`src/rtl/disp_pkg.sv`:
```
// rtl/disp_pkg.sv - shared constants and types for the 4-digit 7-segment scanner
package disp_pkg;

  localparam logic [6:0] SEG_OFF  = 7'h7F;
  localparam logic [3:0] SEL_NONE = 4'hF;

  // Active-low segment patterns, bit0 = segment a, indexed by hex value.
  localparam logic [6:0] SEG_TABLE [0:15] = '{
    7'h40, 7'h79, 7'h24, 7'h30,
    7'h19, 7'h12, 7'h02, 7'h78,
    7'h00, 7'h10, 7'h08, 7'h03,
    7'h46, 7'h21, 7'h06, 7'h0E
  };

  typedef struct packed {
    logic        lz;
    logic [3:0]  blink;
    logic [3:0]  blank;
    logic [15:0] digits;
  } disp_cfg_t;

endpackage

```
`src/rtl/seg_hex_lut.sv`:
```
// rtl/seg_hex_lut.sv - combinational hex digit to active-low 7-segment decoder
module seg_hex_lut (
  input  logic [3:0] hex,
  output logic [6:0] seg
);
  import disp_pkg::*;

  assign seg = SEG_TABLE[hex];

endmodule

```
`src/rtl/seg_scan4.sv`:
```
// rtl/seg_scan4.sv - 4-digit multiplexed 7-segment scanner with blank, blink, LZ suppression
module seg_scan4 #(
  parameter int CLK_FREQ = 50_000_000,
  parameter int SCAN_HZ  = 1000,
  parameter int DEAD     = 16,
  parameter int BLINK_HZ = 2
) (
  input  logic        clk,
  input  logic        rst,
  input  logic [15:0] digits,
  input  logic        load,
  input  logic [3:0]  blank,
  input  logic [3:0]  blink,
  input  logic        lz_en,
  output logic [6:0]  seg,
  output logic [3:0]  sel,
  output logic        frame
);
  import disp_pkg::*;

  localparam int DIV    = CLK_FREQ / SCAN_HZ;
  localparam int HALF   = CLK_FREQ / (2 * BLINK_HZ);
  localparam int DIV_W  = (DIV > 1) ? $clog2(DIV) : 1;
  localparam int HALF_W = (HALF > 1) ? $clog2(HALF) : 1;

  logic [DIV_W-1:0]  div_cnt;
  logic [1:0]        idx;
  logic [HALF_W-1:0] blink_cnt;
  logic              blink_on;
  disp_cfg_t         cfg_in;
  disp_cfg_t         pend;
  disp_cfg_t         snap;
  logic              slot_end;
  logic              frame_end;
  logic              blink_wrap;

  assign cfg_in     = {lz_en, blink, blank, digits};
  assign slot_end   = (div_cnt == DIV_W'(DIV - 1));
  assign frame_end  = slot_end && (idx == 2'd3);
  assign blink_wrap = (blink_cnt == HALF_W'(HALF - 1));

  always_ff @(posedge clk or negedge rst) begin
    if (!rst) begin
      div_cnt   <= '0;
      idx       <= 2'd0;
      blink_cnt <= '0;
      blink_on  <= 1'b1;
    end else begin
      div_cnt <= slot_end ? '0 : div_cnt + 1'b1;
      if (slot_end) idx <= idx + 2'd1;
      blink_cnt <= blink_wrap ? '0 : blink_cnt + 1'b1;
      if (blink_wrap) blink_on <= ~blink_on;
    end
  end

  // A load coinciding with the frame copy goes straight into the snapshot.
  always_ff @(posedge clk or negedge rst) begin
    if (!rst) begin
      pend  <= '0;
      snap  <= '0;
      frame <= 1'b0;
    end else begin
      if (load) pend <= cfg_in;
      if (frame_end) snap <= load ? cfg_in : pend;
      frame <= frame_end;
    end
  end

  logic [3:0] dz;
  logic [3:0] supp;
  logic       ok3;
  logic       ok2;

  // ok3/ok2: the digit and every digit above it are suppressed or forced blank.
  always_comb begin
    for (int i = 0; i < 4; i++) dz[i] = (snap.digits[4*i +: 4] == 4'd0);
    supp    = 4'b0000;
    supp[3] = snap.lz && dz[3];
    ok3     = supp[3] || snap.blank[3];
    supp[2] = snap.lz && dz[2] && ok3;
    ok2     = (supp[2] || snap.blank[2]) && ok3;
    supp[1] = snap.lz && dz[1] && ok2;
  end

  logic [3:0] cur_hex;
  logic [6:0] lut_seg;
  logic       digit_off;
  logic [6:0] seg_d;
  logic [3:0] sel_d;

  assign cur_hex = snap.digits[4*idx +: 4];

  seg_hex_lut u_lut (
    .hex (cur_hex),
    .seg (lut_seg)
  );

  always_comb begin
    digit_off = (div_cnt < DIV_W'(DEAD))
             || snap.blank[idx]
             || (snap.blink[idx] && !blink_on)
             || supp[idx];
    seg_d = lut_seg;
    sel_d = ~(4'b0001 << idx);
    if (digit_off) begin
      seg_d = SEG_OFF;
      sel_d = SEL_NONE;
    end
  end

  always_ff @(posedge clk or negedge rst) begin
    if (!rst) begin
      seg <= SEG_OFF;
      sel <= SEL_NONE;
    end else begin
      seg <= seg_d;
      sel <= sel_d;
    end
  end

endmodule

```
`config.mk`:
```
export PLATFORM = sky130hd
export DESIGN_NAME = seg_scan4
export DESIGN_NICKNAME = d
export VERILOG_FILES = /design/src/rtl/disp_pkg.sv /design/src/rtl/seg_hex_lut.sv /design/src/rtl/seg_scan4.sv
export SDC_FILE = /design/constraint.sdc
export NUM_CORES = 1
export LEC_CHECK = 0
export CORE_MARGIN = 1
export CORE_UTILIZATION = 30
export DETAILED_ROUTE_END_ITERATION = 7
export GPL_TIMING_DRIVEN = 0
export PLACE_DENSITY_LB_ADDON = 0.2
export SYNTH_ARGS = -nofsm -noshare
export SYNTH_HDL_FRONTEND = slang
export SYNTH_HIERARCHICAL = 1
export SYNTH_SLANG_ARGS = --single-unit
```
`constraint.sdc`:
```
create_clock -name clk -period 3.42 [get_ports clk]
set_clock_uncertainty 0.15 [all_clocks]
set_input_delay 0.342 -clock clk [delete_from_list [all_inputs] [get_ports clk]]
set_output_delay 0.342 -clock clk [all_outputs]
set_load 0.03 [all_outputs]
```
==> results by group, run 1 <==
Yosys
  • Number of synthesized flops with an enable pin: 0
  • Post-synth top area share: 0.474
  • Ys async rst share: 1.00
  • Synth warnings: 6
  • Syn_area_per_cell: approximately 13 um^2
  • Cell Area, Synth: 0.00491 mm^2
  • Sequential share of the synthesized area: 0.538
  • Ys flop type: dfrtp_1
  • Count leader, synth: dfrtp_1
  • Most common library cells after synthesis: dfrtp_1, mux2_2, nor2_1
  • Cell variety after synth: 46
  • Post-Syn Nets: ~430
  • Synth area leader: dfrtp_1
  • Synth area leaders: dfrtp_1, mux2_2, dfstp_2
  • Post-Syn Instances: between 300 and 400
  • Synthesized flop and latch total: 105

Critical path
  • Critical path endpoint category: flop
  • Max stage delay cell, worst path: mux4_2
  • Crit-path cells: clkbuf_1 -> mux4_2 -> inv_1 -> ha_1 -> inv_1 -> mux4_1 -> nor2_1 -> nand3_1
  • CP bufs+invs: 3
  • Max incr delay on CP: around 0.69 ns
  • Crit-path max FO: 10
  • Arrival @ worst endpoint: ~2.9 ns
  • Reg2reg path depth: 8
  • Setup CP Type: flop to flop
  • Largest delay contributor family on the critical path: multiplexers
  • Crit path required time: between 3 and 4 ns
  • Worst setup SP type: flop
  • Most common cell on crit path: inv_1
  • Levels on crit path: 8

Clock network
  • Post_cts resized: 0
  • Setup Buffers After CTS: 0
  • CTS tree: yes
  • TritonCTS buffer count: 9
  • Clk Latency, worst-skew pair: about 0.35 ns
  • Clock sink count: 105
  • Worst-case clock buffer depth: 2
  • H-Tree Depth: 3
  • CTS Hold Buffers Added: 1
  • Worst-path clk slew: ~0.070 ns
  • Root Driver: clkbuf_16

Global routing
  • First-pass GRT wire length: between 15000 and 20000 um
  • Initial antenna violation count: 0
  • All-Layer GR Usage: 0.129
  • Largest net degree at the start of global routing: 63
  • GRT overflow: 0
  • Vias in the first global route: 3197

Floorplan
  • # rows: 46
  • DIE AREA: between 0.015 and 0.02 mm^2
  • Die Ht: roughly 130 um
  • Core area: ~0.016 mm^2
  • Io pins: 40
  • Initial Util: 0.308
  • DIE WIDTH: 130 um

Detailed routing
  • Initial DRC count: 122
  • DRC errors left: 0
  • Via-per-instance ratio: between 4 and 5
  • Final ANT Viol Nets: 0
  • Vias: roughly 3100
  • Wire per inst: 14.3 um
  • Final WL: between 9000 and 10000 um
  • Pre-antenna DRT Iters: 4

Placed design
  • Buffers added on ports: 38
  • Routability cong.: roughly 0.76
  • Hpwl dp: about 6700 um
  • Pre-CTS setup slack: between 0.5 and 0.6 ns

Timing
  • Tmin final: 2.84 ns
  • Slew @ Worst Pin: approximately 0.65 ns
  • RSZ-0062 raised after global routing: no
  • Count of pins over their slew limit: 0
  • Final hold violations: 0
  • Rel. slew slack: 0.561
  • Setup TNS: 0 ns
  • # setup viols final: 0
  • Final WS setup: around 0.58 ns
  • Hold_ws: 0.329 ns
  • Tcrit/Tclk final: 0.830
  • Fmax: roughly 350 MHz

Final layout
  • Synthesis-to-finish area growth: 20.0%
  • Final nets: about 480
  • Share of layout cells above drive strength 1: 0.230
  • N_diodes: 0
  • Final core utilization: 0.370

Flow run
  • Max_cap viols: 0

Power
  • Total Power: between 2 and 3 mW
  • Worst vdd ir: 235 uV
  • P_leak: roughly 2.6 nW
  • Pwr Density: about 440 mW/mm^2

Hold path
  • Hold path depth: 2
  • Hold Path Class: primary input to flop

Outcome
  • Status: completed
[area by class of cell]
| type | instances | area (um^2) |
|---|---|---|
| clock inverter | 7 | 71.3 |
| multi-input combinational | 258 | 2130 |
| timing repair buffer | 40 | 415 |
| buffer | 17 | 93.8 |
| inverter | 12 | 45.0 |
| fill | 1585 | 10000 |
| clock buffer | 9 | 225 |
| tap | 216 | 270 |
| sequential | 105 | 2640 |
[routing by layer]
metal / wire length, um / vias to the layer above / global-route usage
met5: 0 / - / 0
met4: 159 / 0 / 0.0534
met3: 331 / 12 / 0.0336
met2: 4230 / 45 / 0.190
met1: 4800 / 1539 / 0.180
li1: - / 1503 / -
[cell usage in the layout (no fill, tap or decap), drive strengths merged, types with 2 or more instances in the layout]
master	count
or4	4
and3	5
nand2	13
clkinvlp	3
mux2i	6
inv	12
a21oi	9
xnor2	14
nor2	31
and4	4
nor2b	2
o21ai	12
clkdlybuf4s50	37
a22o	2
dfrtp	93
xor2	15
nand3	20
or3	8
mux2	51
nand4	15
dfstp	12
or4b	2
clkbuf	17
buf	11
mux4	6
clkinv	3
nor3	6
ha	13
nor4	9
[stage by stage]
stage | cell area [um^2] | instances
finish | 5900 | 664
global route | 5900 | 664
CTS | 5900 | 664
detailed placement | 5590 | 647
global placement | 5570 | 646
floorplan | 4910 | 392
[power breakdown]
group	leakage (nW)	total (mW)	internal, mW	switching, mW
Combinational	1.15	0.221	0.115	0.106
Sequential	1.31	1.32	1.30	0.0222
Clock	0.137	1.04	0.566	0.474
Total	2.60	2.58	1.98	0.602
[worst register-to-register path: cells and delay by family, from the launching register on]
family | cells | cell delay, ns
adders and majority gates | 1 | 0.15
and+or+nand+nor | 2 | 0.20
buffers and inverters | 3 | 0.69
muxes | 2 | 1.18
DFF | 1 | 0.37
[flip-flops by register name, summed over array words and instances (netlist names)]
register / count
frame: 1
blink_on: 1
blink_cnt: 24
snap: 25
sel: 4
pend: 25
idx: 2
div_cnt: 16
seg: 7
[worst paths after layout]
kind,start,to,slack (ns)
min in group asynchronous,rst,pend[8],0.38
max in group asynchronous,rst,sel[2],2.00
setup reg to reg,idx[1],seg[3],0.58
hold reg to reg,div_cnt[0],div_cnt[0],0.34
hold / removal,load,pend[3],0.33
setup / recovery,idx[1],seg[3],0.58
[cell families after synthesis]
family                   synth area share
adder cells (fa/ha/maj)            0.0331
buffers and inverters              0.0283
AO/OA/AOI/OAI                      0.0369
XOR/XNOR                           0.0517
multiplexers                        0.172
flip-flops                          0.538
AND/OR/NAND/NOR                     0.141
No activity file was read; power rests on OpenSTA's default activity.
==> inputs of run 2 (changes only) <==
==> constraint.sdc (replaced) <==
create_clock -name clk -period 2.5 [get_ports clk]
set_clock_uncertainty 0.15 [all_clocks]
set_input_delay 0.25 -clock clk [delete_from_list [all_inputs] [get_ports clk]]
set_output_delay 0.25 -clock clk [all_outputs]
set_load 0.03 [all_outputs]
==> run 2 against run 1 <==
  * Sequential share of layout area decreased by 0.43 points
  * Cell area increased by 0.98%
  * Critical endpoint unchanged
  * Sequential cell count unchanged
  * Non-clock buffer count increased by 4
  * Sequential power increased by 37%
  * Highest routed layer unchanged
==> results by group, run 2 (synthesis results as in run 1) <==
Clock network
  • Clk Latency, worst-skew pair: 0.35 ns (about the same)
  • Worst-path clk slew: 0.07 ns (about the same)
  • CTS tree: yes
  • TritonCTS buffer count: 9 (unchanged)
  • Clock sink count: 105 (unchanged)
  • H-Tree Depth: 3 (unchanged)
  • Worst-case clock buffer depth: 2 (unchanged)
  • Root Driver: clkbuf_16

Floorplan
  • Die Ht: 130 um (unchanged)
  • Io pins: 40 (unchanged)
  • # rows: 46 (unchanged)
  • DIE WIDTH: 130 um (unchanged)
  • Initial Util: 0.308 (unchanged)
  • DIE AREA: 0.0169 mm^2 (unchanged)
  • Core area: 0.0159 mm^2 (unchanged)

Power
  • Pwr Density: 597 mW/mm^2 (+36%)
  • Psw: 0.807 mW (+34%)
  • Gate power share: 0.086 (about the same)
  • Sw Ratio: 0.227 (-0.00611)
  • Clock network fraction of design power: 0.405 (+0.003)
  • P_leak: 2.63 nW (+1.4%)
  • Worst vdd ir: 550 uV (+130%)
  • Power Internal: 2.75 mW (+39%)
  • Reg power frac: 0.509 (-0.003)

Critical path
  • Worst setup SP type: flop
  • Worst r2r dst: seg[3]
  • Flop2flop setup slack: 0.13 ns (-0.45 ns)
  • Crit path required time: 2.61 ns (-0.91 ns)
  • R2R Path Start: idx[1]
  • Setup CP Type: flop to flop
  • Arrival @ worst endpoint: 2.47 ns (-0.47 ns)
  • Crit-path max FO: 10 (unchanged)
  • Critical Path Start: idx[1]
  • Reg2reg path depth: 8 (unchanged)
  • Critical path endpoint category: flop
  • Worst Setup EP: seg[3]

Final layout
  • Final nets: 488 (+0.83%)
  • Largest registers: pend: 25 flops, snap: 25 flops, blink_cnt: 24 flops
  • N_diodes: 0 (unchanged)
  • Commonest cells after routing, fill and taps aside: dfrtp_1, clkdlybuf4s50_1, mux2_2, nor2_1, nand3_1
  • Filler cells: 1575 (-0.63%)
  • Most common cell after layout, fill and taps aside: dfrtp_1
  • Share of layout cells above drive strength 1: 0.241 (+0.0112)
  • Final non-filler cell total: 668 (+0.60%)
  • Synthesis-to-finish area growth: 21.2%

Timing
  • # setup viols final: 0 (unchanged)
  • Rel. slew slack: 0.579 (+0.0182)
  • Tmin final: 2.37 ns (-0.474 ns)
  • Slew @ Worst Pin: 0.631 ns (-0.0213 ns)
  • Fmax: 423 MHz (+20%)
  • RSZ-0062 raised after global routing: no
  • Hold_ws: 0.243 ns (-0.0861 ns)
  • Tcrit/Tclk final: 0.947 (+0.116)
  • Final hold violations: 0 (unchanged)
  • Count of pins over their slew limit: 0 (unchanged)

Hold path
  • Hold Path Class: primary input to async pin

Placed design
  • Buffers added on ports: 38 (unchanged)
  • Placed insts: 647 (unchanged)
  • Hpwl dp: 6680 um (-0.77%)
  • Routability cong.: 0.744 (-1.8%)

Detailed routing
  • Final ANT Viol Nets: 0 (unchanged)
  • Initial DRC count: 147 (+20%)
  • Via-per-instance ratio: 4.67 (+0.11%)
  • DRC errors left: 0 (unchanged)
  • Pre-antenna DRT Iters: 4 (unchanged)
  • Wire per inst: 14.1 um (-1.5%)
  • Vias: 3121 (+0.71%)
  • Final WL: 9430 um (-0.95%)

Flow run
  • Max_cap viols: 0 (unchanged)

Global routing
  • Initial antenna violation count: 0 (unchanged)
  • Largest net degree at the start of global routing: 73 (+16%)
  • All-Layer GR Usage: 0.127 (-0.00161)
  • Vias in the first global route: 3144 (-1.7%)
  • GRT overflow: 0 (unchanged)
  • First-pass GRT wire length: 16300 um (-1.9%)

Outcome
  • Status: completed
==> run 2: worst min path at each step <==
stage / slack (ns) / endpoint / from
2_1_floorplan: -0.20 / blink_cnt[0] / rst
3_3_place_gp: 0.33 / div_cnt[0] / div_cnt[0]
3_5_place_dp: 0.09 / pend[12] / rst
4_1_cts: 0.26 / pend[21] / rst
5_1_grt: 0.28 / pend[20] / rst
6_report: 0.24 / pend[12] / rst
==> run 2: power by group through the flow <==
stage,Clock [mW],Combinational (mW),Sequential [mW]
finish,1.44,0.306,1.81
detailed placement,0,0.309,1.84
CTS,1.50,0.314,1.81
global route,1.55,0.339,1.82
floorplan,0,0.143,1.86
global placement,0,0.298,1.84
==> run 2: metrics by stage <==
stage / area, um^2 / setup slack (ns) / TNS, ns / util / power (mW)
5_1_grt: 5950 / 0.00127 / 0 / 0.373 / 3.71
6_report: 5950 / 0.133 / 0 / 0.373 / 3.56
4_1_cts: 5930 / 0.0125 / 0 / 0.372 / 3.62
3_5_place_dp: 5590 / -0.218 / -0.384 / 0.351 / 2.15
2_1_floorplan: 4920 / 0.0801 / 0 / - / 2.00
3_3_place_gp: 5570 / -3.01 / -300.52 / 0.349 / 2.14
==> run 2: what timing repair did <==
action | 4_1_cts | 5_1_grt
resized for setup | 5 | 5
hold buffers | 1 | 0
hold endpoints to repair | 33 | 0
buffers inserted | 2 | 2
pin swaps | 0 | 1
endpoints found under the setup margin | 4 | 20
==> run 2: critical path, stage by stage, from the launching register on <==
cell	delay [ns]
dfrtp_1	0.39
buf_6	0.18
mux4_2	0.58
inv_2	0.12
ha_1	0.13
inv_1	0.05
mux4_1	0.48
nor2_1	0.12
nand3_1	0.08
==> run 2: final cells by class <==
type	count	area (um^2)	share of cell area
multi-input cells	258	2140	0.359
well taps	216	270	0.0454
repair buffers	44	445	0.0748
clock buffers	11	243	0.0408
plain buffers	17	110	0.0185
flip-flops and latches	105	2640	0.444
clock inverters	5	60.1	0.0101
inverters	12	47.5	0.00798
==> run 2: per-layer routing <==
metal | global-route usage | share of wire | vias to the layer above
met4 | 0.0390 | 0.0096 | 0
met2 | 0.187 | 0.44 | 41
met1 | 0.179 | 0.52 | 1562
met5 | 0 | 0 | -
li1 | - | - | 1513
met3 | 0.0410 | 0.031 | 5
